File: src/rtl/muldiv_pkg.sv
// Shared definitions for the iterative multiply/divide unit: funct codes, FSM states
// and the iteration-counter width helper.
package muldiv_pkg;

    localparam logic [5:0] FN_MULT  = 6'b011000;
    localparam logic [5:0] FN_MULTU = 6'b011001;
    localparam logic [5:0] FN_DIV   = 6'b011010;
    localparam logic [5:0] FN_DIVU  = 6'b011011;
    localparam logic [5:0] FN_MTHI  = 6'b010001;
    localparam logic [5:0] FN_MTLO  = 6'b010011;

    typedef enum logic [1:0] {
        IDLE = 2'd0,
        MUL  = 2'd1,
        DIV  = 2'd2,
        FIX  = 2'd3
    } state_t;

    // Counter holds values up to WIDTH-1 with one spare bit so it can never wrap.
    function automatic int cnt_width(input int width);
        return $clog2(width) + 1;
    endfunction

endpackage

File: src/rtl/muldiv_sign_fix.sv
// Operand magnitude extraction and result sign correction shared by the multiply and
// divide paths. i_split negates the two halves independently (remainder / quotient).
module muldiv_sign_fix #(
    parameter int WIDTH = 32
) (
    input  logic [WIDTH-1:0]   i_a,
    input  logic [WIDTH-1:0]   i_b,
    input  logic               i_signed,
    input  logic [2*WIDTH-1:0] i_val,
    input  logic               i_split,
    input  logic               i_neg_hi,
    input  logic               i_neg_lo,
    output logic               o_sign_a,
    output logic               o_sign_b,
    output logic [WIDTH-1:0]   o_abs_a,
    output logic [WIDTH-1:0]   o_abs_b,
    output logic [2*WIDTH-1:0] o_val
);
    logic [WIDTH-1:0]   w_hi;
    logic [WIDTH-1:0]   w_lo;
    logic [WIDTH-1:0]   w_hi_neg;
    logic [WIDTH-1:0]   w_lo_neg;
    logic [2*WIDTH-1:0] w_full_neg;

    assign o_sign_a = i_signed & i_a[WIDTH-1];
    assign o_sign_b = i_signed & i_b[WIDTH-1];
    assign o_abs_a  = o_sign_a ? -i_a : i_a;
    assign o_abs_b  = o_sign_b ? -i_b : i_b;

    assign w_hi       = i_val[2*WIDTH-1:WIDTH];
    assign w_lo       = i_val[WIDTH-1:0];
    assign w_hi_neg   = -w_hi;
    assign w_lo_neg   = -w_lo;
    assign w_full_neg = -i_val;

    always_comb begin
        o_val = i_val;
        if (i_split) begin
            o_val = {(i_neg_hi ? w_hi_neg : w_hi), (i_neg_lo ? w_lo_neg : w_lo)};
        end else if (i_neg_lo) begin
            o_val = w_full_neg;
        end
    end

endmodule

File: src/rtl/muldiv_unit.sv
// Iterative multiply/divide unit owning HI/LO. Define MULDIV_DIV_EN to include the
// restoring divider (DIV/DIVU); without it those functs are reported as illegal.
module muldiv_unit
    import muldiv_pkg::*;
#(
    parameter int WIDTH    = 32,
    parameter int MUL_STEP = 1
) (
    input  logic             clk,
    input  logic             rst_n,
    input  logic             req_valid,
    output logic             req_ready,
    input  logic [5:0]       req_funct,
    input  logic [WIDTH-1:0] req_a,
    input  logic [WIDTH-1:0] req_b,
    input  logic             flush,
    output logic             busy,
    output logic             done,
    output logic             div_zero,
    output logic             illegal,
    output logic [WIDTH-1:0] hi,
    output logic [WIDTH-1:0] lo,
    output state_t           dbg_state
);
    localparam int CW = cnt_width(WIDTH);
    localparam logic [CW-1:0] MUL_LAST = CW'(WIDTH / MUL_STEP - 1);

    state_t                    r_state;
    logic [CW-1:0]             r_cnt;
    logic [WIDTH-1:0]          r_hi;
    logic [WIDTH-1:0]          r_lo;
    logic [WIDTH-1:0]          r_mcand;
    logic [WIDTH-1:0]          r_acc_hi;
    logic [WIDTH-1:0]          r_acc_lo;
    logic                      r_done;
    logic                      r_illegal;
    logic                      r_neg_res;
    logic                      w_accept;
    logic                      w_signed_op;
    logic                      w_sign_a;
    logic                      w_sign_b;
    logic                      w_split;
    logic                      w_neg_hi;
    logic [WIDTH-1:0]          w_abs_a;
    logic [WIDTH-1:0]          w_abs_b;
    logic [2*WIDTH-1:0]        w_fix_val;
    logic [WIDTH+MUL_STEP-1:0] w_mul_sum;

`ifdef MULDIV_DIV_EN
    localparam logic [CW-1:0] DIV_LAST = CW'(WIDTH - 1);
    logic             r_is_div;
    logic             r_neg_rem;
    logic             r_b_zero;
    logic             r_div_zero;
    logic [WIDTH-1:0] r_a_orig;
    logic [WIDTH:0]   w_div_shift;
    logic [WIDTH:0]   w_div_trial;

    assign w_signed_op = (req_funct == FN_MULT) || (req_funct == FN_DIV);
    assign w_split     = r_is_div;
    assign w_neg_hi    = r_neg_rem;
    assign div_zero    = r_div_zero;
    assign w_div_shift = {r_acc_hi, r_acc_lo[WIDTH-1]};
    assign w_div_trial = w_div_shift - {1'b0, r_mcand};
`else
    assign w_signed_op = (req_funct == FN_MULT);
    assign w_split     = 1'b0;
    assign w_neg_hi    = 1'b0;
    assign div_zero    = 1'b0;
`endif

    assign req_ready = (r_state == IDLE) && !flush;
    assign w_accept  = req_valid && req_ready;
    assign busy      = (r_state != IDLE);
    assign done      = r_done;
    assign illegal   = r_illegal;
    assign hi        = r_hi;
    assign lo        = r_lo;
    assign dbg_state = r_state;

    // r_acc_hi accumulates the product's upper half while r_acc_lo shifts the multiplier out.
    assign w_mul_sum = {{MUL_STEP{1'b0}}, r_acc_hi}
                     + ({{MUL_STEP{1'b0}}, r_mcand} * {{WIDTH{1'b0}}, r_acc_lo[MUL_STEP-1:0]});

    muldiv_sign_fix #(.WIDTH(WIDTH)) u_sign_fix (
        .i_a      (req_a),
        .i_b      (req_b),
        .i_signed (w_signed_op),
        .i_val    ({r_acc_hi, r_acc_lo}),
        .i_split  (w_split),
        .i_neg_hi (w_neg_hi),
        .i_neg_lo (r_neg_res),
        .o_sign_a (w_sign_a),
        .o_sign_b (w_sign_b),
        .o_abs_a  (w_abs_a),
        .o_abs_b  (w_abs_b),
        .o_val    (w_fix_val)
    );

    always_ff @(posedge clk or negedge rst_n) begin
        if (!rst_n) begin
            r_state   <= IDLE;
            r_cnt     <= '0;
            r_hi      <= '0;
            r_lo      <= '0;
            r_mcand   <= '0;
            r_acc_hi  <= '0;
            r_acc_lo  <= '0;
            r_done    <= 1'b0;
            r_illegal <= 1'b0;
            r_neg_res <= 1'b0;
`ifdef MULDIV_DIV_EN
            r_is_div   <= 1'b0;
            r_neg_rem  <= 1'b0;
            r_b_zero   <= 1'b0;
            r_div_zero <= 1'b0;
            r_a_orig   <= '0;
`endif
        end else begin
            r_done    <= 1'b0;
            r_illegal <= 1'b0;
`ifdef MULDIV_DIV_EN
            r_div_zero <= 1'b0;
`endif
            if (flush) begin
                r_state <= IDLE;
                r_cnt   <= '0;
            end else begin
                case (r_state)
                    IDLE: begin
                        if (w_accept) begin
                            r_neg_res <= w_sign_a ^ w_sign_b;
                            r_acc_hi  <= '0;
                            case (req_funct)
                                FN_MULT, FN_MULTU: begin
                                    r_state  <= MUL;
                                    r_cnt    <= MUL_LAST;
                                    r_mcand  <= w_abs_a;
                                    r_acc_lo <= w_abs_b;
`ifdef MULDIV_DIV_EN
                                    r_is_div <= 1'b0;
`endif
                                end
`ifdef MULDIV_DIV_EN
                                FN_DIV, FN_DIVU: begin
                                    r_state   <= DIV;
                                    r_cnt     <= DIV_LAST;
                                    r_mcand   <= w_abs_b;
                                    r_acc_lo  <= w_abs_a;
                                    r_is_div  <= 1'b1;
                                    r_neg_rem <= w_sign_a;
                                    r_b_zero  <= (req_b == '0);
                                    r_a_orig  <= req_a;
                                end
`endif
                                FN_MTHI: begin
                                    r_hi   <= req_a;
                                    r_done <= 1'b1;
                                end
                                FN_MTLO: begin
                                    r_lo   <= req_a;
                                    r_done <= 1'b1;
                                end
                                default: r_illegal <= 1'b1;
                            endcase
                        end
                    end
                    MUL: begin
                        {r_acc_hi, r_acc_lo} <= {w_mul_sum, r_acc_lo[WIDTH-1:MUL_STEP]};
                        if (r_cnt == '0) r_state <= FIX;
                        else             r_cnt   <= r_cnt - CW'(1);
                    end
`ifdef MULDIV_DIV_EN
                    DIV: begin
                        // Restoring step: keep the trial difference only when it did not borrow.
                        if (!w_div_trial[WIDTH]) begin
                            r_acc_hi <= w_div_trial[WIDTH-1:0];
                            r_acc_lo <= {r_acc_lo[WIDTH-2:0], 1'b1};
                        end else begin
                            r_acc_hi <= w_div_shift[WIDTH-1:0];
                            r_acc_lo <= {r_acc_lo[WIDTH-2:0], 1'b0};
                        end
                        if (r_cnt == '0) r_state <= FIX;
                        else             r_cnt   <= r_cnt - CW'(1);
                    end
`endif
                    FIX: begin
                        r_state <= IDLE;
                        r_done  <= 1'b1;
`ifdef MULDIV_DIV_EN
                        if (r_is_div && r_b_zero) begin
                            r_hi       <= r_a_orig;
                            r_lo       <= '1;
                            r_div_zero <= 1'b1;
                        end else
`endif
                        begin
                            {r_hi, r_lo} <= w_fix_val;
                        end
                    end
                    default: r_state <= IDLE;
                endcase
            end
        end
    end

endmodule

File: config.mk
export PLATFORM = sky130hd
export DESIGN_NAME = muldiv_unit
export DESIGN_NICKNAME = d
export VERILOG_FILES = /design/src/rtl/muldiv_pkg.sv /design/src/rtl/muldiv_sign_fix.sv /design/src/rtl/muldiv_unit.sv
export SDC_FILE = /design/constraint.sdc
export NUM_CORES = 1
export LEC_CHECK = 0
export BUFFER_PORTS_ARGS = -buffer_cell sky130_fd_sc_hd__clkbuf_2
export CELL_PAD_IN_SITES_DETAIL_PLACEMENT = 2
export CELL_PAD_IN_SITES_GLOBAL_PLACEMENT = 2
export CORE_AREA = 2 2 196 198
export DETAILED_ROUTE_END_ITERATION = 10
export DIE_AREA = 0 0 198 200
export GPL_TIMING_DRIVEN = 1
export PLACE_DENSITY = 0.84
export SLEW_MARGIN = 20
export SYNTH_ARGS = -nofsm -noshare
export SYNTH_HDL_FRONTEND = slang
export SYNTH_SLANG_ARGS = --single-unit
File: constraint.sdc
create_clock -name clk -period 3.1 [get_ports clk]
set_input_delay 0.775 -clock clk [delete_from_list [all_inputs] [get_ports clk]]
set_output_delay 0.775 -clock clk [all_outputs]
set_load 0.1 [all_outputs]
After elaboration in Yosys (flattened, before gate mapping)
Cells that the tools add are included.
{"block": "word_totals", "regBits": 171, "latch_bits": 0, "ramBits": 0, "mem_bits_ro": 0, "in_bits": 74, "output_inout_bits": 71, "memories": 0}
{"block": "classes", "add_sub_neg": 5, "n_mul": 1, "n_div": 0, "order_cmp": 0, "eq_ne": 14, "shift": 0, "mux": 32, "bitwise_logic": 4, "reduce_logical": 20}
{"operator": "$mux W32", "n": 9}
{"operator": "$pmux W32 S2", "n": 4}
{"operator": "$mux W64", "n": 1}
{"operator": "$neg A32 Y32", "n": 2}
{"operator": "$neg A64 Y64", "n": 1}
{"operator": "$add A32 B33 Y33", "n": 1}
{"operator": "$mul A32 B1 Y33", "n": 1}
{"operator": "$eq A6 B5 Y1 const B", "n": 4}
{"operator": "$mux W6", "n": 4}
{"operator": "$reduce_and A4 Y1", "n": 5}
{"operator": "$pmux W6 S2", "n": 1}
{"operator": "$ne A3 B3 Y1 const B", "n": 3}
{"operator": "$reduce_and A3 Y1", "n": 3}
{"operator": "$mux W2", "n": 4}
{"operator": "$mux W1", "n": 7}
{"operator": "$logic_not A6 Y1", "n": 1}
{"operator": "$ne A2 B1 Y1 const B", "n": 3}
{"operator": "$reduce_bool A2 Y1", "n": 3}
{"operator": "$sub A6 B1 Y6 const B", "n": 1}
{"operator": "$pmux W2 S2", "n": 1}
{"operator": "$reduce_or A2 Y1", "n": 2}
{"operator": "$reduce_or A4 Y1", "n": 1}
{"operator": "$ne A3 B2 Y1 const B", "n": 1}
{"operator": "$reduce_bool A3 Y1", "n": 1}
{"operator": "10 further kinds", "n": 12}

Longest topological paths before layout
{"block": "logic_depth", "ltp_word": 6, "depth_mapped": 12, "mapped_depth_nobuf": 11}

Modules after synthesis
A second synthesis with hierarchy kept.
{"block": "hier_totals", "hier_cells": 1485, "area_unflattened_um2": 12366.9}
{"mod": "muldiv_unit", "n_inst": 1, "cells_each": 1000, "area_each_um2": 9288.9, "seq_area_each_um2": 4279.1}
{"mod": "muldiv_sign_fix", "n_inst": 1, "cells_each": 485, "area_each_um2": 3078.0, "seq_area_each_um2": 0.0}

Least setup slack after synthesis
No wires, ideal clock.
{"block": "synth_path", "kind": "flip-flop to flip-flop", "start": "reg r_state[1] (netlist: dbg_state[1])", "end": "reg r_cnt[0]", "setup_ns": 0.125, "t_arrival_ns": 4.209, "t_required_ns": 2.975, "path_slack_ns": -1.234, "stages_incl_launch_ff": 8, "n_path_buf": 0, "synth_period_minus_slack_ns": 4.334, "cell_sequence": "dfrtp_1 > inv_1 > ha_1 > inv_1 > nor2_1 > a21boi_0 > a21o_1 > mux2_2"}
{"block": "synth_via", "elab_chain_cells": 5, "elab_cells_between_ends": 11, "cone_classes": "eq/ne (4); mux (2); reduce/logical (5)"}
{"element": "start: declaration", "line_no": "muldiv_unit.sv:28", "source": "state_t r_state;"}
{"element": "start signal: assignment", "line_no": "muldiv_unit.sv:102", "source": "r_state <= IDLE;"}
{"element": "start signal: assignment", "line_no": "muldiv_unit.sv:126", "source": "r_state <= IDLE;"}
{"element": "start signal: assignment", "line_no": "muldiv_unit.sv:136", "source": "r_state <= MUL;"}
{"element": "$logic_not A2 Y1", "line_no": "muldiv_unit.sv:72", "source": "assign req_ready = (r_state == IDLE) && !flush;"}
{"element": "$logic_and A1 B1 Y1", "line_no": "muldiv_unit.sv:72"}
{"element": "net req_ready", "line_no": "muldiv_unit.sv:12", "source": "output logic req_ready,"}
{"element": "$logic_and A1 B1 Y1", "line_no": "muldiv_unit.sv:73", "source": "assign w_accept = req_valid && req_ready;"}
{"element": "$ne A3 B3 Y1 (no source line)"}
{"element": "$reduce_and A4 Y1 (no source line)"}
{"element": "end signal: assignment", "line_no": "muldiv_unit.sv:171", "source": "else r_cnt <= r_cnt - CW'(1);"}
{"element": "end: declaration", "line_no": "muldiv_unit.sv:29", "source": "logic [CW-1:0] r_cnt;"}
The timed path passes the listed nets, and every way through them passes these cells.
A chain may end at the register's enable or synchronous reset.

Worst setup path after layout
{"block": "layout_path", "start": "reg r_acc_lo[30]", "end": "reg r_hi[18] (netlist: hi[18])"}
{"block": "layout_via", "elab_chain_cells": 3}
{"element": "start: declaration", "line_no": "muldiv_unit.sv:34", "source": "logic [WIDTH-1:0] r_acc_lo;"}
{"element": "start signal: assignment", "line_no": "muldiv_unit.sv:139", "source": "r_acc_lo <= w_abs_b;"}
{"element": "start signal: assignment", "line_no": "muldiv_unit.sv:169", "source": "{r_acc_hi, r_acc_lo} <= {w_mul_sum, r_acc_lo[WIDTH-1:MUL_STEP]};"}
{"element": "$neg A64 Y64", "line_no": "muldiv_sign_fix.sv:34", "source": "assign w_full_neg = -i_val;"}
{"element": "$mux W64", "line_no": "muldiv_sign_fix.sv:40", "source": "end else if (i_neg_lo) begin"}
{"element": "$pmux W32 S2", "line_no": "muldiv_unit.sv:129", "source": "case (r_state)"}
{"element": "end signal: assignment", "line_no": "muldiv_unit.sv:157", "source": "r_hi <= req_a;"}
{"element": "end signal: assignment", "line_no": "muldiv_unit.sv:198", "source": "{r_hi, r_lo} <= w_fix_val;"}
{"element": "end: declaration", "line_no": "muldiv_unit.sv:30", "source": "logic [WIDTH-1:0] r_hi;"}
No other way between the ends.

==> key figures <==
Synth
  • Area contributors post-synth: dfrtp_1, xor2_1, o21ai_0
  • Share of the yosys chip area belonging to registers: 0.360
  • Fraction of registers with async set/reset: 1.00
  • Synth Area in Compound Gates: 0.249
  • XOR/XNOR share of the synthesized area: 0.100
  • Net count after synthesis: 1527
  • Syn_area_per_cell: 8.42 um^2
  • Multiplexer area fraction after synthesis: 0.0154
  • Primary FF master, synth: dfrtp_1
  • Cell taking the most area after synthesis: dfrtp_1
  • EDFF count, synth: 0
  • Largest family of logic cells by synthesized area: compound AO/OA/AOI/OAI gates
  • Cell Area, Synth: 0.0119 mm^2
  • Synth top cells by count: dfrtp_1, nand2_1, o21ai_0
  • Yosys reg bits: 171
  • Top-count cell post-synth: dfrtp_1
  • Netlist cell types: 66
  • Post-Synthesis Cells: 1412
  • Area fraction of the dominant cell type after synthesis: 0.360
  • Synth warn: 0
  • Adder-Cell Fraction of Synth Area: 0.0438
  • Synth Area in Simple Gates: 0.195

Drt
  • Top Layer Used: met4
  • Met2 wire len: 26400 um
  • DRT met1 WL: 22100 um
  • Via-to-Cell Ratio: 5.82
  • DRT iter0 DRCs: 903
  • Routed WL: 52500 um
  • DRT antenna net count: 0
  • Vias: 12400
  • WL/cell: 24.6 um
  • Drt pass-1 iters: 5
  • DRC: 0
  • Met3 WL: 2160 um

Power and ir drop
  • Total power: 0.0146 W
  • PD cells: 995 mW/mm^2
  • VDD IR max: 0.571 mV
  • Leak pwr: 6.50 nW

Outcome
  • Failing checks: negative setup slack
  • Status: finished, violations left

CTS
  • Clk_lat worst skew: 0.46 ns
  • Reg clk slew, reported paths: 0.08 ns
  • Root buf cell: clkbuf_16
  • CTS tree: yes
  • Hold Buf Count CTS: 0
  • Num CTS Buffers: 17
  • CTS Sinks: 171
  • Htree depth: 4
  • Bufs on Longest Clock Path: 2

Layout
  • Final instance area: 0.0147 mm^2
  • Fraction of layout cells with a size suffix above 1: 0.214
  • Fillers: 4170
  • Area grow syn2layout: 23.4%
  • Register Area: 0.00429 mm^2
  • Antenna Cells: 0
  • Post-layout nets: 1721
  • Area of the multi-input gates: 0.00740 mm^2

Placed design
  • Routability cong.: 0.901
  • PortBufs: 143
  • Detailed placement HPWL: 38800 um
  • Cell Area, Placed: 0.0139 mm^2

Worst setup path
  • Max stage delay on crit path: 0.52 ns
  • Worst-path cell chain: or4_4 > or4b_4 > or3_4 > or3_4 > o31ai_4 > xor2_1 > a221oi_2
  • CP Class: flip-flop to flip-flop
  • Crit path max-delay family: simple AND/OR/NAND/NOR gates
  • Crit path max-delay cell type: or4_4
  • Critical Path RT: 3.46 ns
  • Max FO, Critical Path: 6
  • Most used cell, CP: or3_4
  • Worst setup EP type: flip-flop
  • CP Launch Type: flip-flop
  • Arrival time of the worst setup path: 3.48 ns
  • Critical path buffer and inverter count: 0

Timing
  • Crit path time final: 3.12 ns
  • F_max: 321 MHz
  • Clock Skew: 0.0155 ns
  • Slew HR: 0.485
  • # setup viols final: 1
  • Fin. max-slew vios: 0
  • Post-route setup slack: -0.0199 ns
  • Slew @ Worst Pin: 0.773 ns
  • Period utilization: 1.01
  • Aggregate negative setup slack: -0.0199 ns
  • Final hold vios: 0
  • RSZ-0062 raised after global routing: true

Floorplanning
  • Die area: 0.0396 mm^2
  • FP Rows: 71
  • Starting density of the core: 0.318
  • Die X: 198 um
  • Core Region: 0.0374 mm^2
  • Die Span Y: 200 um
  • I/O Pins: 145

GRT
  • Gr usage total: 0.261
  • Vias in the first global route: 13400
  • Pin count of the biggest net entering global routing: 65
  • Grt ovf: 0
  • First-pass GRT wire length: 79000 um
  • Initial antenna violation count: 0

Hold path
  • Worst Hold Class: input pin to asynchronous set/reset pin

Job
  • Max Cap Viol: 0
==> power breakdown <==
part	switching [W]	internal, W
clock network	0.00108	0.00123
registers	0.00104	0.00306
logic	0.00619	0.00200
total	0.00831	0.00628
==> placed cells by master (no fill, tap or decap), types with 36 or more instances in the layout <==
cell | netlist | routed
nand2_1 | 166 | 165
a21o_1 | 51 | 50
xnor2_1 | 44 | 44
buf_4 | 1 | 110
clkbuf_2 | 0 | 142
a21oi_1 | 79 | 76
xor2_1 | 92 | 92
and2_1 | 36 | 36
nor2_1 | 110 | 109
dfrtp_1 | 171 | 167
o21ai_0 | 154 | 148
==> path summary, 6_finish.rpt <==
kind	from	slack (ns)	end	cells after the start
worst max-delay path	r_acc_lo[30]	-0.02	hi[18]	7
worst min-delay path	rst_n	0.26	r_acc_hi[27]	1
worst max register to register	r_acc_lo[30]	-0.02	hi[18]	7
worst min register to register	r_mcand[27]	0.48	r_mcand[27]	2
max in group asynchronous	rst_n	2.05	r_mcand[12]	2
min in group clk	r_mcand[27]	0.48	r_mcand[27]	2
==> metrics by stage <==
stage,hold slack (ns),instances,worst slack [ns],util
global placement,0.456,2095,-0.0422,0.371
CTS,0.262,2127,0.00350,0.388
detailed placement,0.467,2095,-0.111,0.371
global route,0.299,2130,-0.0863,0.392
floorplan,0.442,1412,0.0208,-
finish,0.262,2130,-0.0199,0.392
==> per-layer routing <==
layer | GRT usage | up-vias
met2 | 0.463 | 369
met1 | 0.328 | 6435
met3 | 0.0282 | 104
met5 | 0 | -
met4 | 0.0958 | 0
li1 | - | 5493
==> state kept, by name, indices dropped and copies added, names as in the netlist <==
name       count
hi            32
lo            32
r_acc_hi      32
r_acc_lo      32
r_mcand       32
r_cnt          6
dbg_state      2
done           1
illegal        1
r_neg_res      1
==> repair_timing <==
item,4_1_cts,5_1_grt
cloned,0,1
gates resized for setup,7,31
buffers inserted,0,2
endpoints found under the setup margin,14,26
pin swaps,2,9
==> cell families after synthesis <==
family,after synthesis
XOR/XNOR,136
AO/OA/AOI/OAI,457
other,1
multiplexers,18
AND/OR/NAND/NOR,478
buffers and inverters,110
adder cells (fa/ha/maj),41
flip-flops,171
==> worst reg2reg max path, delay by kind of cell (launching register included) <==
kind / cells / cell delay [ns]
XOR/XNOR: 1 / 0.12
AO/OA/AOI/OAI: 2 / 0.57
flip-flops: 1 / 0.43
AND/OR/NAND/NOR: 4 / 1.89
==> layout make-up <==
| cell class | instances | share of cell area |
|---|---|---|
| Inverter | 27 | 0.00716 |
| Tap cell | 511 | 0.0436 |
| Sequential cell | 171 | 0.292 |
| Timing Repair Buffer | 257 | 0.111 |
| Clock buffer | 19 | 0.0302 |
| Multi-Input combinational cell | 1132 | 0.505 |
| Clock inverter | 13 | 0.0110 |
Note: power is estimated with default switching activity, not from simulation.
